===== src/rtl/game_pkg.sv =====
// Shared constants and state encoding for the alien formation logic.
// Latency: n/a; no backpressure.
package game_pkg;

    localparam int COLS       = 5;
    localparam int ROWS       = 2;
    localparam int NUM_ALIENS = COLS * ROWS;
    localparam int SPRITE_W   = 50;
    localparam int SCREEN_W   = 640;
    localparam int SCREEN_H   = 480;
    localparam int PARK_Y     = 480;

    localparam int X_W   = 10;
    localparam int Y_W   = 9;
    localparam int COL_W = (COLS > 1) ? $clog2(COLS) : 1;
    localparam int ROW_W = (ROWS > 1) ? $clog2(ROWS) : 1;

    typedef enum logic [2:0] {
        ST_IDLE,
        ST_RUN,
        ST_DECIDE,
        ST_CLEAR,
        ST_INVADED
    } state_t;

endpackage


===== src/rtl/formation_extent.sv =====
// Alive mask -> leftmost/rightmost occupied column and lowest occupied row.
// Latency: combinational; no backpressure.
module formation_extent
    import game_pkg::*;
(
    input  logic [NUM_ALIENS-1:0] i_alive,
    output logic [COL_W-1:0]      o_mincol,
    output logic [COL_W-1:0]      o_maxcol,
    output logic [ROW_W-1:0]      o_maxrow,
    output logic                  o_any_alive
);

    logic [COLS-1:0] w_col_any;
    logic [ROWS-1:0] w_row_any;

    always_comb begin
        w_col_any = '0;
        w_row_any = '0;
        for (int r = 0; r < ROWS; r++) begin
            for (int c = 0; c < COLS; c++) begin
                if (i_alive[r*COLS + c]) begin
                    w_col_any[c] = 1'b1;
                    w_row_any[r] = 1'b1;
                end
            end
        end
    end

    always_comb begin
        o_mincol = '0;
        o_maxcol = '0;
        o_maxrow = '0;
        for (int c = COLS - 1; c >= 0; c--) begin
            if (w_col_any[c]) o_mincol = COL_W'(c);
        end
        for (int c = 0; c < COLS; c++) begin
            if (w_col_any[c]) o_maxcol = COL_W'(c);
        end
        for (int r = 0; r < ROWS; r++) begin
            if (w_row_any[r]) o_maxrow = ROW_W'(r);
        end
    end

    assign o_any_alive = |i_alive;

endmodule


===== src/rtl/alien_formation_mover.sv =====
// Marches the alien formation, bounces it at screen edges, tracks kills and end-of-wave flags.
// Latency: coordinates update 2 edges after the qualifying frame_tick; no backpressure.
module alien_formation_mover
    import game_pkg::*;
#(
    parameter int X_SPACING       = 60,
    parameter int Y_SPACING       = 60,
    parameter int START_X         = 40,
    parameter int START_Y         = 40,
    parameter int STEP_X          = 2,
    parameter int STEP_DOWN       = 20,
    parameter int FRAMES_PER_STEP = 4,
    parameter int INVADE_Y        = 380
) (
    input  logic                        clk,
    input  logic                        reset,
    input  logic                        frame_tick,
    input  logic                        start,
    input  logic                        kill_valid,
    input  logic [3:0]                  kill_idx,
    output logic [NUM_ALIENS*X_W-1:0]   alien_x,
    output logic [NUM_ALIENS*Y_W-1:0]   alien_y,
    output logic [NUM_ALIENS-1:0]       alive,
    output logic                        running,
    output logic                        wave_clear,
    output logic                        invaded
);

    localparam int FC_W = (FRAMES_PER_STEP > 1) ? $clog2(FRAMES_PER_STEP) : 1;

    function automatic logic [NUM_ALIENS*X_W-1:0] f_pack_x(input logic [X_W-1:0] ox);
        logic [NUM_ALIENS*X_W-1:0] v;
        v = '0;
        for (int i = 0; i < NUM_ALIENS; i++) begin
            v[i*X_W +: X_W] = ox + X_W'((i % COLS) * X_SPACING);
        end
        return v;
    endfunction

    function automatic logic [NUM_ALIENS*Y_W-1:0] f_pack_y(input logic [Y_W-1:0] oy,
                                                          input logic [NUM_ALIENS-1:0] mask);
        logic [NUM_ALIENS*Y_W-1:0] v;
        v = '0;
        for (int i = 0; i < NUM_ALIENS; i++) begin
            v[i*Y_W +: Y_W] = mask[i] ? (oy + Y_W'((i / COLS) * Y_SPACING)) : Y_W'(PARK_Y);
        end
        return v;
    endfunction

    state_t                    r_state, w_state_nxt;
    logic [X_W-1:0]            r_origin_x, w_origin_x_nxt;
    logic [Y_W-1:0]            r_origin_y, w_origin_y_nxt;
    logic                      r_dir_left, w_dir_left_nxt;
    logic [FC_W-1:0]           r_frame_cnt, w_frame_cnt_nxt;
    logic [NUM_ALIENS-1:0]     r_alive, w_alive_nxt, w_alive_killed;
    logic                      r_wave_clear, w_wave_clear_nxt;
    logic                      r_invaded, w_invaded_nxt;
    logic                      r_running;
    logic [NUM_ALIENS*X_W-1:0] r_alien_x;
    logic [NUM_ALIENS*Y_W-1:0] r_alien_y;

    logic [COL_W-1:0]          w_mincol, w_maxcol;
    logic [ROW_W-1:0]          w_maxrow;
    logic                      w_any_alive;
    logic                      w_kill_hit;
    logic [11:0]               w_right_edge, w_left_edge;
    logic [10:0]               w_bottom;
    logic                      w_bounce;
    logic [X_W-1:0]            w_moved_x;
    logic [Y_W-1:0]            w_moved_y;

    // Extents come from the registered mask, so a same-cycle kill does not affect DECIDE.
    formation_extent u_extent (
        .i_alive     (r_alive),
        .o_mincol    (w_mincol),
        .o_maxcol    (w_maxcol),
        .o_maxrow    (w_maxrow),
        .o_any_alive (w_any_alive)
    );

    assign w_kill_hit     = kill_valid && (r_state != ST_IDLE) && (kill_idx < 4'(NUM_ALIENS));
    assign w_alive_killed = w_kill_hit ? (r_alive & ~(NUM_ALIENS'(1) << kill_idx)) : r_alive;

    assign w_right_edge = 12'(r_origin_x) + 12'(w_maxcol) * 12'(X_SPACING) + 12'(SPRITE_W + STEP_X);
    assign w_left_edge  = 12'(r_origin_x) + 12'(w_mincol) * 12'(X_SPACING);
    assign w_bounce     = w_any_alive && (r_dir_left ? (w_left_edge < 12'(STEP_X))
                                                     : (w_right_edge > 12'(SCREEN_W)));

    assign w_moved_x = w_bounce   ? r_origin_x :
                       r_dir_left ? (r_origin_x - X_W'(STEP_X)) : (r_origin_x + X_W'(STEP_X));
    assign w_moved_y = w_bounce ? (r_origin_y + Y_W'(STEP_DOWN)) : r_origin_y;
    assign w_bottom  = 11'(w_moved_y) + 11'(w_maxrow) * 11'(Y_SPACING) + 11'(SPRITE_W);

    always_comb begin
        w_state_nxt      = r_state;
        w_origin_x_nxt   = r_origin_x;
        w_origin_y_nxt   = r_origin_y;
        w_dir_left_nxt   = r_dir_left;
        w_frame_cnt_nxt  = r_frame_cnt;
        w_alive_nxt      = w_alive_killed;
        w_wave_clear_nxt = r_wave_clear;
        w_invaded_nxt    = r_invaded;

        case (r_state)
            ST_IDLE, ST_CLEAR, ST_INVADED: begin
                if (start) begin
                    w_state_nxt      = ST_RUN;
                    w_origin_x_nxt   = X_W'(START_X);
                    w_origin_y_nxt   = Y_W'(START_Y);
                    w_dir_left_nxt   = 1'b0;
                    w_frame_cnt_nxt  = '0;
                    w_alive_nxt      = '1;
                    w_wave_clear_nxt = 1'b0;
                    w_invaded_nxt    = 1'b0;
                end
            end
            ST_RUN: begin
                if (frame_tick) begin
                    if (r_frame_cnt == FC_W'(FRAMES_PER_STEP - 1)) begin
                        w_frame_cnt_nxt = '0;
                        w_state_nxt     = ST_DECIDE;
                    end else begin
                        w_frame_cnt_nxt = r_frame_cnt + 1'b1;
                    end
                end
            end
            ST_DECIDE: begin
                w_origin_x_nxt = w_moved_x;
                w_origin_y_nxt = w_moved_y;
                w_dir_left_nxt = r_dir_left ^ w_bounce;
                if (w_bottom >= 11'(INVADE_Y)) begin
                    w_state_nxt   = ST_INVADED;
                    w_invaded_nxt = 1'b1;
                end else begin
                    w_state_nxt   = ST_RUN;
                end
            end
            default: w_state_nxt = ST_IDLE;
        endcase

        // Losing the last alien wins over an invade decision in the same cycle.
        if ((r_state == ST_RUN || r_state == ST_DECIDE) && (w_alive_killed == '0)) begin
            w_state_nxt      = ST_CLEAR;
            w_wave_clear_nxt = 1'b1;
            w_invaded_nxt    = r_invaded;
        end
    end

    always_ff @(posedge clk or negedge reset) begin
        if (!reset) begin
            r_state      <= ST_IDLE;
            r_origin_x   <= X_W'(START_X);
            r_origin_y   <= Y_W'(START_Y);
            r_dir_left   <= 1'b0;
            r_frame_cnt  <= '0;
            r_alive      <= '0;
            r_wave_clear <= 1'b0;
            r_invaded    <= 1'b0;
            r_running    <= 1'b0;
            r_alien_x    <= f_pack_x(X_W'(START_X));
            r_alien_y    <= f_pack_y(Y_W'(START_Y), '0);
        end else begin
            r_state      <= w_state_nxt;
            r_origin_x   <= w_origin_x_nxt;
            r_origin_y   <= w_origin_y_nxt;
            r_dir_left   <= w_dir_left_nxt;
            r_frame_cnt  <= w_frame_cnt_nxt;
            r_alive      <= w_alive_nxt;
            r_wave_clear <= w_wave_clear_nxt;
            r_invaded    <= w_invaded_nxt;
            r_running    <= (w_state_nxt == ST_RUN) || (w_state_nxt == ST_DECIDE);
            r_alien_x    <= f_pack_x(w_origin_x_nxt);
            r_alien_y    <= f_pack_y(w_origin_y_nxt, w_alive_nxt);
        end
    end

    assign alien_x    = r_alien_x;
    assign alien_y    = r_alien_y;
    assign alive      = r_alive;
    assign running    = r_running;
    assign wave_clear = r_wave_clear;
    assign invaded    = r_invaded;

endmodule


===== config.mk =====
export PLATFORM = sky130hd
export DESIGN_NAME = alien_formation_mover
export DESIGN_NICKNAME = d
export VERILOG_FILES = /design/src/rtl/game_pkg.sv /design/src/rtl/formation_extent.sv /design/src/rtl/alien_formation_mover.sv
export SDC_FILE = /design/constraint.sdc
export NUM_CORES = 1
export LEC_CHECK = 0
export CAP_MARGIN = 20
export CORE_UTILIZATION = 41
export CTS_CLUSTER_SIZE = 12
export DETAILED_ROUTE_END_ITERATION = 16
export GPL_ROUTABILITY_DRIVEN = 1
export GPL_TIMING_DRIVEN = 0
export PLACE_DENSITY = 0.65
export SYNTH_ARGS = -nofsm -noshare
export SYNTH_HDL_FRONTEND = slang
export SYNTH_SLANG_ARGS = --single-unit

===== constraint.sdc =====
create_clock -name clk -period 10.9 [get_ports clk]
set_input_delay 2.725 -clock clk [delete_from_list [all_inputs] [get_ports clk]]
set_output_delay 2.725 -clock clk [all_outputs]
set_load 0.02 [all_outputs]

==> results_dict.tcl <==
set metrics [dict create \
    cts_max_level 4 \
    worstPathArrival_ns 8.51 \
    min_from "wave_clear$_DFFE_PN0P_" \
    cts_sinks 156 \
    cts_tree "done" \
    crit_buf_inv 4 \
    finalMaxSlewViolations 0 \
    ys.flop_type "dfrtp_1" \
    layout_common_cells "clkdlybuf4s50_1, dfrtp_1, nor2_1, nand2_1, buf_4" \
    clock-root-buffer "clkbuf_16" \
    core_um2 19020 \
    cp.required_ns 11.18 \
    maxCapViolations 0 \
    viasPerCell 4.937 \
    post-dp-hpwl_mm 15.76 \
    die-width_um 142.3 \
    hold_path_class "reg2reg" \
    synthCells 760 \
    fin_crit_sh_pct 75.56 \
    async_flop_share_pct 100.0 \
    synth-edff-count 0 \
    gp_congestion 0.8858 \
    drt_wl_total_mm 21.09 \
    syn_area_per_cell_um2 10.62 \
    grt_max_degree 92 \
    grtUsageTotal_pct 21.43 \
    antenna_left 0 \
    yosysTopAreaCell "dfrtp_1" \
    final_common_cell "clkdlybuf4s50_1" \
    ios 212 \
    drtPass1Iterations 4 \
    p_per_area_nw_per_um2 234.8 \
    min_path_cells 2 \
    fin_crit_ns 8.236 \
    drt_iter0_markers 297 \
    clk_pin_slew_ns 0.07 \
    crit_top_cell "ha_1" \
    cts-resized-gates 0 \
    ys_seq_area_share_pct 49.21 \
    rr_startpoint "alive[5]$_DFF_PN0_" \
    fin_area_um2 11160 \
    start_util_pct 42.45 \
    grt_pass1_wl_mm 32.98 \
    finalSetupTns_ns 0 \
    cts_max_path_buffers 2 \
    r2r-end "running$_DFF_PN0_" \
    slowest_delay_ns 0.53 \
    antenna_found_initial 0 \
    drc 0 \
    dieArea_um2 20260 \
    synth.net_count 830 \
    num_rows 50 \
    area_growth_pct 38.19 \
    critPathKind "reg2reg" \
    hold_buffers 0 \
    antenna_cells 0 \
    nets 1062 \
    outcome "finished, final reports clean" \
    fmax_mhz 121.4 \
    netlist_area_um2 8073 \
    cp_slowest_cell "fa_1" \
    post_cts.repair.setup_buffers 0 \
    r2r_cells 31 \
    grt_pass1_vias 6153 \
    rsz0062_at_grt "false" \
    clkLatencyLatePin_ns 0.42 \
    r2r_setup_slack_ns 2.66 \
    crit_fanout 10 \
    grt-ovfl-total 0 \
    hold_viol_final 0 \
    synth-seq-cells 156 \
    tightest_slew_ns 1.009 \
    clock-skew-final_ns 0.01022 \
    yosysTopAreaCellShare_pct 31.31 \
    ir_drop_uv 156.9 \
    yosysUniqueCellTypes 84 \
    placed_area_um2 10550 \
    numCtsBuffers 17 \
    p_leak_nw 5.109 \
    routed-via-count 6245 \
    setup_violations 0 \
    slew_headroom_pct 32.73 \
    routedWlPerCell_um 16.67 \
    hold_end "wave_clear$_DFFE_PN0P_" \
    cp-start-kind "flop" \
    drive_gt1_share_pct 19.30 \
    path_delay_family "compound AO/OA/AOI/OAI gates" \
    synthTopCellsByArea "dfrtp_1, dfstp_2, ha_1" \
    port_buffers 211 \
    die_y_um 142.3 \
    crit_path_end_kind "flop" \
    ys_warn_count 0 \
]
-- per-stage QoR --
step	power, mW	setup slack (ns)	cells	util, %	hold slack, ns
global route	2.770	2.021	1265	58.66	0.4974
finish	2.619	2.664	1265	58.66	0.4781
CTS	2.637	2.671	1265	58.66	0.4867
detailed placement	2.023	2.724	1233	55.45	0.4756
global placement	2.012	0.7748	1231	55.26	0.4685
floorplan	1.527	3.024	760	-	0.4586
-- flip-flops by register name, summed over array words and instances, names as in the netlist, named ones only --
name and count:
r_state 3, alien_y 90, running 1, r_origin_y 9, r_frame_cnt 2, wave_clear 1
invaded 1, alive 10, alien_x 36, r_dir_left 1
-- power breakdown --
part / internal, mW / leakage, nW / switching, mW
Sequential: 0.751 / 1.88 / 0.104
Combinational: 0.503 / 2.93 / 0.656
Clock: 0.344 / 0.304 / 0.261
-- how the worst max path moves through the flow --
stage | from | to | cells past startpoint
3_5_place_dp | alive[5]$_DFF_PN0_ | running$_DFF_PN0_ | 29
2_1_floorplan | alive[0]$_DFF_PN0_ | r_state[0]$_DFF_PN0_ | 27
4_1_cts | alive[5]$_DFF_PN0_ | running$_DFF_PN0_ | 29
3_3_place_gp | reset | alien_y[45]$_DFF_PN0_ | 1
5_1_grt | alive[5]$_DFF_PN0_ | running$_DFF_PN0_ | 31
6_report | alive[5]$_DFF_PN0_ | running$_DFF_PN0_ | 31
-- per-layer routing --
layer	up-vias	track usage, %	part of all wire, %
li1	2998	-	-
met2	222	35.78	48
met1	3003	25.79	42
met3	22	8.008	9.3
met5	-	0	0
met4	0	6.055	1.4
-- synth_stat cells, drive strengths merged, types with 8 or more instances --
library cell and number:
a21o 8, a21oi 28, buf 65, dfrtp 101
dfstp 55, fa 8, ha 53, inv 56
nand2 72, nand3 13, nor2 86, nor3 14
o2111ai 9, o21ai 26, o22ai 8, or2 9
xnor2 32, xor2 11
-- cells by family (layout without fill, tap and decap cells) --
kind of cell,Yosys count,count (layout),synth area share [%]
compound gates,133,133,12.21
xor+xnor,43,43,4.944
fa+ha+maj,61,61,10.20
buf+inv,130,375,9.238
flops,156,156,49.21
mux,5,5,0.7129
other cells,1,1,0.04645
simple gates,231,231,13.44
-- tightest hold or removal path, delay by kind of cell, from the launching register on --
kind / cells / cell delay, ns
flip-flops: 1 / 0.34
AND/OR/NAND/NOR: 2 / 0.11
-- area by class of cell --
type	instances	area, um2
clock buffer	19	464.2
inverter	58	234.0
sequential	156	3973
multi-input combinational	474	3356
timing repair buffer	213	2146
clock inverter	13	146.4
buffer	72	511.7
tap	260	325.3
fill	1689	7863
Power figures use the tool's default switching activity.
